===== src/rtl/shazam_sched_pkg.sv =====
// Package shared by the frame scheduler files.
//   sched_state_t       : the scheduler FSM states.
//   DEFAULT_HEADER_WORD : frame marker that precedes each frame in the FIFO,
//                         used so the SPI receiver can resynchronise.
package shazam_sched_pkg;

  typedef enum logic [1:0] {
    IDLE       = 2'd0,
    REARM      = 2'd1,
    WAIT_PEAKS = 2'd2,
    STREAM     = 2'd3
  } sched_state_t;

  localparam logic [8:0] DEFAULT_HEADER_WORD = 9'h1FF;

endpackage


===== src/rtl/sat_counter.sv =====
// Saturating event counter: counts inc pulses and holds at all-ones.
//   clk   : system clock
//   reset : synchronous, active-high; clears the count
//   inc   : count one event this cycle
//   count : current count, updated the cycle after inc
module sat_counter #(
  parameter int WIDTH = 8
) (
  input  logic             clk,
  input  logic             reset,
  input  logic             inc,
  output logic [WIDTH-1:0] count
);

  logic [WIDTH-1:0] count_reg;

  always_ff @(posedge clk) begin
    if (reset) begin
      count_reg <= '0;
    end else if (inc && !(&count_reg)) begin
      count_reg <= count_reg + WIDTH'(1);
    end
  end

  assign count = count_reg;

endmodule


===== src/rtl/frame_scheduler.sv =====
// Frame scheduler: runs the fingerprint datapath one analysis frame at a
// time. Holds shazam_core in reset between frames, waits for its maxima
// pulse, then either loads the PISO (writing a header word to the FIFO) or
// drops the frame when the FIFO is full. In STREAM the PISO words are passed
// straight through to the FIFO write port.
//   clk, reset            : system clock, synchronous active-high reset
//   start                 : run enable (level)
//   maximas_found_active  : one-cycle maxima pulse from the core
//   piso_serial_out/_active : PISO word and its valid
//   fifo_full             : FIFO wfull
//   core_reset            : reset to shazam_core (registered)
//   piso_load             : PISO load strobe (combinational)
//   fifo_winc/fifo_wdata  : FIFO write port (combinational)
//   busy                  : high whenever not IDLE (registered)
//   frame_count/drop_count/timeout_count : saturating statistics
module frame_scheduler
  import shazam_sched_pkg::*;
#(
  parameter int               PEAKS          = 16,
  parameter int               DSIZE          = 9,
  parameter int               TIMEOUT_CYCLES = 2_000_000,
  parameter logic [DSIZE-1:0] HEADER_WORD    = DSIZE'(DEFAULT_HEADER_WORD)
) (
  input  logic             clk,
  input  logic             reset,
  input  logic             start,
  input  logic             maximas_found_active,
  input  logic [DSIZE-1:0] piso_serial_out,
  input  logic             piso_output_active,
  input  logic             fifo_full,
  output logic             core_reset,
  output logic             piso_load,
  output logic             fifo_winc,
  output logic [DSIZE-1:0] fifo_wdata,
  output logic             busy,
  output logic [15:0]      frame_count,
  output logic [7:0]       drop_count,
  output logic [7:0]       timeout_count
);

  localparam int WORD_W  = $clog2(PEAKS + 1);
  localparam int TIMER_W = $clog2(TIMEOUT_CYCLES + 1);

  sched_state_t       state_reg;
  logic               core_reset_reg;
  logic               busy_reg;
  logic [WORD_W-1:0]  word_cnt_reg;
  logic [TIMER_W-1:0] timer_reg;

  logic wait_st, stream_st, timer_hit;
  logic hdr_write, drop_evt, frame_done, timeout_evt;

  // Event decode. The maxima are only valid in their pulse cycle, so the
  // load/header decision must be combinational. A falling start in
  // WAIT_PEAKS overrides any same-cycle maxima pulse.
  always_comb begin
    wait_st     = (state_reg == WAIT_PEAKS);
    stream_st   = (state_reg == STREAM);
    // The timer holds cycles already spent in the state, so this is the
    // last permitted cycle.
    timer_hit   = (timer_reg == TIMER_W'(TIMEOUT_CYCLES - 1));
    hdr_write   = wait_st && start && maximas_found_active && !fifo_full;
    drop_evt    = wait_st && start && maximas_found_active && fifo_full;
    frame_done  = stream_st && piso_output_active &&
                  (word_cnt_reg == WORD_W'(PEAKS - 1));
    timeout_evt = timer_hit &&
                  ((wait_st && start && !maximas_found_active) ||
                   (stream_st && !frame_done));
  end

  // Writes during STREAM are issued even when the FIFO is full; the FIFO
  // discards them and the frame still counts.
  assign piso_load  = hdr_write;
  assign fifo_winc  = hdr_write || (stream_st && piso_output_active);
  assign fifo_wdata = hdr_write ? HEADER_WORD :
                      stream_st ? piso_serial_out : '0;
  assign core_reset = core_reset_reg;
  assign busy       = busy_reg;

  // State, registered decodes, word counter and timeout timer. The timer is
  // cleared on every transition so each state visit starts from zero.
  always_ff @(posedge clk) begin
    if (reset) begin
      state_reg      <= IDLE;
      core_reset_reg <= 1'b1;
      busy_reg       <= 1'b0;
      word_cnt_reg   <= '0;
      timer_reg      <= '0;
    end else begin
      case (state_reg)
        IDLE: begin
          if (start) begin
            state_reg <= REARM;
            busy_reg  <= 1'b1;
          end
        end
        REARM: begin
          state_reg      <= WAIT_PEAKS;
          core_reset_reg <= 1'b0;
          timer_reg      <= '0;
        end
        WAIT_PEAKS: begin
          if (!start) begin
            state_reg      <= IDLE;
            core_reset_reg <= 1'b1;
            busy_reg       <= 1'b0;
            timer_reg      <= '0;
          end else if (hdr_write) begin
            state_reg    <= STREAM;
            word_cnt_reg <= '0;
            timer_reg    <= '0;
          end else if (drop_evt || timeout_evt) begin
            state_reg      <= REARM;
            core_reset_reg <= 1'b1;
            timer_reg      <= '0;
          end else begin
            timer_reg <= timer_reg + TIMER_W'(1);
          end
        end
        STREAM: begin
          // start is only looked at once the frame is finished or abandoned.
          if (frame_done || timeout_evt) begin
            state_reg      <= start ? REARM : IDLE;
            core_reset_reg <= 1'b1;
            busy_reg       <= start;
            timer_reg      <= '0;
          end else begin
            timer_reg <= timer_reg + TIMER_W'(1);
            if (piso_output_active) begin
              word_cnt_reg <= word_cnt_reg + WORD_W'(1);
            end
          end
        end
        default: begin
          state_reg      <= IDLE;
          core_reset_reg <= 1'b1;
          busy_reg       <= 1'b0;
        end
      endcase
    end
  end

  sat_counter #(.WIDTH(16)) u_frame_cnt (
    .clk   (clk),
    .reset (reset),
    .inc   (frame_done),
    .count (frame_count)
  );

  sat_counter #(.WIDTH(8)) u_drop_cnt (
    .clk   (clk),
    .reset (reset),
    .inc   (drop_evt),
    .count (drop_count)
  );

  sat_counter #(.WIDTH(8)) u_timeout_cnt (
    .clk   (clk),
    .reset (reset),
    .inc   (timeout_evt),
    .count (timeout_count)
  );

endmodule


===== config.mk =====
export PLATFORM = sky130hd
export DESIGN_NAME = frame_scheduler
export DESIGN_NICKNAME = d
export VERILOG_FILES = /design/src/rtl/shazam_sched_pkg.sv /design/src/rtl/sat_counter.sv /design/src/rtl/frame_scheduler.sv
export SDC_FILE = /design/constraint.sdc
export NUM_CORES = 1
export LEC_CHECK = 0
export ABC_AREA = 1
export BUFFER_PORTS_ARGS = -buffer_cell sky130_fd_sc_hd__buf_4
export CAP_MARGIN = 20
export CORE_ASPECT_RATIO = 0.75
export CORE_MARGIN = 3
export CORE_UTILIZATION = 47
export DETAILED_ROUTE_END_ITERATION = 8
export PLACE_DENSITY = 0.71
export SLEW_MARGIN = 40
export SYNTH_ARGS = -nofsm -noshare
export SYNTH_HDL_FRONTEND = slang
export SYNTH_HIERARCHICAL = 1
export SYNTH_SLANG_ARGS = --single-unit
export TNS_END_PERCENT = 1

===== constraint.sdc =====
create_clock -name clk -period 1.98 [get_ports clk]
set_clock_uncertainty 0.2 [all_clocks]
set_input_delay 0.297 -clock clk [delete_from_list [all_inputs] [get_ports clk]]
set_output_delay 0.297 -clock clk [all_outputs]
set_load 0.1 [all_outputs]

After elaboration in Yosys (flattened, before gate mapping)
Index checks and enable logic that the tools add are counted.
{"block": "classes", "n_addsub": 5, "eq_ne": 15, "muxes": 28, "reduce_logical": 33}
{"op": "21-bit 2-to-1 mux", "n": 4}
{"op": "21-bit one-hot mux with 3 select lines", "n": 1}
{"op": "21-bit by 1-bit adder with 21-bit output (second input constant)", "n": 1}
{"op": "21-bit == test (second input constant)", "n": 1}
{"op": "5-bit 2-to-1 mux", "n": 4}
{"op": "9-bit 2-to-1 mux", "n": 2}
{"op": "16-bit by 1-bit adder with 16-bit output (second input constant)", "n": 1}
{"op": "8-bit by 1-bit adder with 8-bit output (second input constant)", "n": 2}
{"op": "16-bit AND reduction", "n": 1}
{"op": "8-bit AND reduction", "n": 2}
{"op": "1-bit logical AND", "n": 12}
{"op": "2-bit 2-to-1 mux", "n": 5}
{"op": "2-bit inequality test (second input constant)", "n": 5}
{"op": "5-bit one-hot mux with 2 select lines", "n": 1}
{"op": "1-bit 2-to-1 mux", "n": 8}
{"op": "2-bit one-hot mux with 4 select lines", "n": 1}
{"op": "4-bit AND reduction", "n": 2}
{"op": "1-bit logical NOT", "n": 6}
{"op": "1-bit one-hot mux with 3 select lines", "n": 2}
{"op": "3-bit nonzero test", "n": 2}
{"op": "5-bit by 1-bit adder with 5-bit output (second input constant)", "n": 1}
{"op": "5-bit by 4-bit == test with 1-bit output (second input constant)", "n": 1}
{"op": "5-bit AND reduction", "n": 1}
{"op": "2-bit == test (second input constant)", "n": 2}
{"op": "9 further kinds", "n": 13}
{"block": "word_totals", "reg_bits": 62, "inputBits": 15, "output_inout_bits": 45, "elab_cells": 89}

Logic depth before layout (Yosys ltp)
{"block": "depth", "ltp_word": 12, "depth_mapped": 14, "depth_no_buf": 13}

Modules after synthesis
Netlist, hierarchy kept.
{"module": "frame_scheduler", "instances": 1, "cells_each": 312, "area_per_inst_um2": 1964.4, "seq_area_each_um2": 600.6}
{"module": "sat_counter at u_frame_cnt", "instances": 1, "cells_each": 146, "area_per_inst_um2": 978.4, "seq_area_each_um2": 320.3}
{"module": "sat_counter at u_drop_cnt ...", "instances": 2, "cells_each": 73, "area_per_inst_um2": 475.5, "seq_area_each_um2": 160.2}

Least setup slack after synthesis
Ideal clock, no wire load.
{"block": "synth_timing", "kind": "reg-to-reg", "startpoint": "reg u_frame_cnt.count_reg[1] (netlist: u_frame_cnt/count[1])", "endpoint": "reg u_frame_cnt.count_reg[13] (netlist: u_frame_cnt/count[13])", "setup_ns": 0.119, "t_arrival_ns": 2.084, "required_time_ns": 1.661, "path_slack_ns": -0.423, "stages_incl_launch_ff": 8, "n_path_buf": 1, "period_less_slack_ns": 2.403, "cell_sequence": "dfxtp_1 ha_1 nand2_1 nor2_4 nand4_4 buf_6 a21oi_1 nor2_1"}
{"block": "synth_via", "elab_chain_len": 3, "word_cells_on_any_way": 4, "classes_between": "add/sub (1); reduce/logical (3)"}
{"element": "start: declaration", "line_no": "sat_counter.sv:15", "text": "logic [WIDTH-1:0] count_reg;"}
{"element": "start signal: assignment", "line_no": "sat_counter.sv:21", "text": "count_reg <= count_reg + WIDTH'(1);"}
{"element": "parallel branches: the longest is 3 deep, another holds 16-bit by 1-bit adder with 16-bit output"}
Several ways; the timed one is not identified.
A chain may end at the register's enable or synchronous reset.

Worst setup path in the final report
{"block": "layout_timing", "startpoint": "reg state_reg[0]", "endpoint": "out fifo_winc"}
{"block": "layout_via", "elab_chain_len": 5, "word_cells_on_any_way": 7, "classes_between": "eq/ne (2); reduce/logical (5)"}
{"element": "start: declaration", "line_no": "frame_scheduler.sv:44", "text": "sched_state_t state_reg;"}
{"element": "start signal: assignment", "line_no": "frame_scheduler.sv:123", "text": "state_reg <= start ? REARM : IDLE;"}
{"element": "2-bit == test", "line_no": "frame_scheduler.sv:57", "text": "wait_st = (state_reg == WAIT_PEAKS);"}
{"element": "1-bit logical AND (3 in a row)", "line_no": "frame_scheduler.sv:62", "text": "hdr_write = wait_st && start && maximas_found_active && !fifo_full;"}
{"element": "1-bit logical OR (*)", "line_no": "frame_scheduler.sv:74", "text": "assign fifo_winc = hdr_write || (stream_st && piso_output_active);"}
{"element": "end: declaration", "line_no": "frame_scheduler.sv:33", "text": "output logic fifo_winc,"}
Every way passes the cells marked *; elsewhere a longest branch is shown, timed or not.

==> flow_summary.json <==
{
  "status": "finished with violations",
  "failed_checks": "setup timing",
  "syn_inst": 604,
  "drive_gt1_frac": 0.347,
  "intPower_w": 0.00209,
  "rows": 28,
  "crit_arrival_ns": 1.49,
  "vias_per_cell": 5.24,
  "setup_viol": 1,
  "h-tree-depth": 3,
  "io_pins": 60,
  "required_ns": 1.48,
  "num-fill-cells": 664,
  "fp.dieH_um": 84.8,
  "gp_congestion": 0.921,
  "post-route-min-period_ns": 1.99,
  "start_kind": "register",
  "antenna_found_initial": 0,
  "syn_nets": 625,
  "rsz0062_at_grt": "true",
  "dr.first_iter.drc_count": 446,
  "final_hold_viol_count": 0,
  "syn_avg_cell_area_um2": 6.45,
  "netSwitchingFraction": 0.262,
  "numCtsBuffers": 9,
  "totalWireLength_um": 11400,
  "path_class": "register to primary output",
  "synth_compound_gate_area_share": 0.116,
  "switchingPower_w": 0.000744,
  "grt_use_total": 0.237,
  "cts_root_buf": "clkbuf_8",
  "cpMaxStageDelayCell": "dfxtp_4",
  "drcViolationCount": 0,
  "post-place-cells": 788,
  "final_cell_mix": "nand2_1 (151), buf_4 (91), nor2_1 (76)",
  "wl_per_cell_um": 14.0,
  "hpwlAfterDp_um": 7640,
  "postLayoutCellArea_um2": 5430,
  "synth_top_family_by_area": "simple AND/OR/NAND/NOR gates",
  "grt_max_degree": 24,
  "cap_violations": 0,
  "vdd_drop_max_uv": 320,
  "area_growth_pct": 39.4,
  "initial_core_util": 0.487,
  "slew_violations": 0,
  "core-area_um2": 7990,
  "p_clk_frac": 0.445,
  "grt_overflow_total": 0,
  "final_common_cell": "nand2_1",
  "instances_no_fill": 816,
  "synth-seq-area-share": 0.319,
  "port_buffers": 59,
  "synth_xor_xnor_area_share": 0.00900,
  "combPwrFrac": 0.108,
  "insertion_delay_ns": 0.34,
  "cts.reportedPaths.clkPinSlew_ns": 0.08,
  "path_max_fanout": 7,
  "p_per_area_nw_per_um2": 523,
  "die_area_um2": 9420,
  "antennaDiodeCount": 0,
  "cts.sinks": 62,
  "synth_mux_area_frac": 0,
  "end_kind": "primary output",
  "synth-seq-cells": 62,
  "leakagePower_nw": 2.19,
  "nNetsFinal": 727,
  "max_slew_margin": 0.676,
  "cp_top_family": "simple AND/OR/NAND/NOR gates",
  "cts_tree": "built",
  "syn_area_um2": 3890,
  "fin_ws_ns": -0.00663,
  "grt_pass1_wl_um": 18600,
  "fmax_ghz": 0.503,
  "drt_pass1_iterations": 5,
  "grt_pass1_vias": 3996,
  "worst_path_largest_cell_delay_ns": 0.37,
  "cts_max_path_buffers": 2,
  "power.total_w": 0.00284,
  "num_vias": 4277,
  "die_x_um": 111,
  "cp_num_buf_inv": 3,
  "pwr-share-seq": 0.447,
  "ant_nets": 0,
  "ys.warnings.count": 6,
  "path_cells": "inv_4, nand3_4, inv_4, nand3_4, nand2_4, buf_12",
  "synth-simple-area-share": 0.439,
  "holdCritPathClass": "primary input to register",
  "largest_register_ffs": 21,
  "worstMarginPinSlew_ns": 0.486,
  "dpl-instance-area_um2": 4650,
  "synthAdderAreaFrac": 0.0193,
  "fin_crit_sh": 1.00,
  "synth_cell_types": 40
}
==> path summary, 6_finish.rpt <==
kind	start	end	slack, ns	depth (start not counted)
worst min-delay path	start	state_reg[0]$_SDFFE_PP0P_	0.10	3
worst min register to register	timer_reg[7]$_SDFFE_PP0P_	timer_reg[7]$_SDFFE_PP0P_	0.30	2
worst max register to register	word_cnt_reg[0]$_SDFFE_PP0P_	state_reg[0]$_SDFFE_PP0P_	0.02	11
worst max-delay path	state_reg[0]$_SDFFE_PP0P_	fifo_winc	-0.007	6
==> worst register-to-register path: cells and delay by family (launching register included) <==
| family | cells | cell delay, ns |
|---|---|---|
| fa+ha+maj | 2 | 0.31 |
| compound gates | 4 | 0.44 |
| simple gates | 3 | 0.29 |
| buf+inv | 2 | 0.27 |
| flops | 1 | 0.36 |
==> repair_timing <==
action                     in CTS  in global routing
gates resized for setup        92                 33
setup endpoints to repair      34                 67
gates cloned                    1                  0
buffers inserted                8                  3
pin swaps                      24                 19
hold buffers                    0                  0
==> routing by layer <==
layer | up-vias | routed length (um) | track usage
li1 | 2142 | - | -
met1 | 1960 | 5160 | 0.322
met2 | 164 | 5270 | 0.374
met3 | 11 | 869 | 0.0563
met4 | 0 | 104 | 0.0807
met5 | - | 0 | 0
==> synth_stat cells <==
| cell | instances | area (um2) |
|---|---|---|
| nand4_1 | 11 | 68.8 |
| o21ai_0 | 17 | 85.1 |
| a21oi_4 | 1 | 16.3 |
| nand2_4 | 2 | 22.5 |
| a31oi_1 | 1 | 6.26 |
| o21bai_1 | 2 | 15.0 |
| nand4_4 | 1 | 21.3 |
| and2_1 | 1 | 6.26 |
| nor2_1 | 91 | 342 |
| a21oi_1 | 48 | 240 |
| nand2_1 | 166 | 623 |
| nand3b_1 | 5 | 37.5 |
| o2111ai_1 | 1 | 8.76 |
| nand3b_2 | 1 | 11.3 |
| buf_2 | 1 | 5.00 |
| inv_1 | 65 | 244 |
| buf_6 | 7 | 78.8 |
| a21oi_2 | 4 | 35.0 |
| o22ai_1 | 1 | 6.26 |
| nor3_1 | 3 | 15.0 |
| nand2_2 | 9 | 56.3 |
| nor2_2 | 6 | 37.5 |
| or2_2 | 2 | 12.5 |
| dfxtp_1 | 62 | 1240 |
| nand3_1 | 46 | 230 |
| nor3_2 | 1 | 10.0 |
| nand3_2 | 9 | 90.1 |
| xor2_1 | 4 | 35.0 |
| o211ai_1 | 1 | 7.51 |
| nor2_4 | 10 | 113 |
| clkbuf_2 | 1 | 5.00 |
| nor3b_1 | 1 | 7.51 |
| clkbuf_1 | 6 | 22.5 |
| inv_2 | 3 | 11.3 |
| ha_1 | 6 | 75.1 |
| clkbuf_4 | 1 | 7.51 |
| o21ai_2 | 2 | 17.5 |
| nor4_1 | 1 | 6.26 |
| clkinv_2 | 1 | 5.00 |
| o21ai_1 | 3 | 15.0 |
==> power groups by stage <==
stage | combinational [W] | sequential, W | clock [W]
floorplan | 0.000137 | 0.00133 | 0
global placement | 0.000254 | 0.00129 | 0
detailed placement | 0.000256 | 0.00129 | 0
CTS | 0.000295 | 0.00127 | 0.00129
global route | 0.000326 | 0.00127 | 0.00135
finish | 0.000306 | 0.00127 | 0.00126
==> metrics by stage <==
step	hold WS (ns)	setup TNS [ns]	setup slack, ns	utilization
floorplan	0.159	-4.23	-0.168	-
global placement	0.263	-0.322	-0.113	0.582
detailed placement	0.257	-1.44	-0.194	0.582
CTS	0.0664	-0.224	-0.0301	0.660
global route	0.0911	-1.02	-0.0786	0.680
finish	0.104	-0.00663	-0.00663	0.680
==> area by class of cell <==
type	count	area, um2	area share
multi-input combinational	458	2580	0.475
inverter	69	268	0.0493
clock inverter	6	85.1	0.0157
clock buffer	10	138	0.0254
timing repair buffer	106	957	0.176
sequential	62	1270	0.234
tap	105	131	0.0242
==> cell families (layout without fill, tap and decap cells) <==
family,count (synthesis),in the layout
adder cells (fa/ha/maj),6,6
AO/OA/AOI/OAI,81,81
flip-flops,62,62
AND/OR/NAND/NOR,366,367
XOR/XNOR,4,4
buffers and inverters,85,191
(Power assumes the default switching activity.)
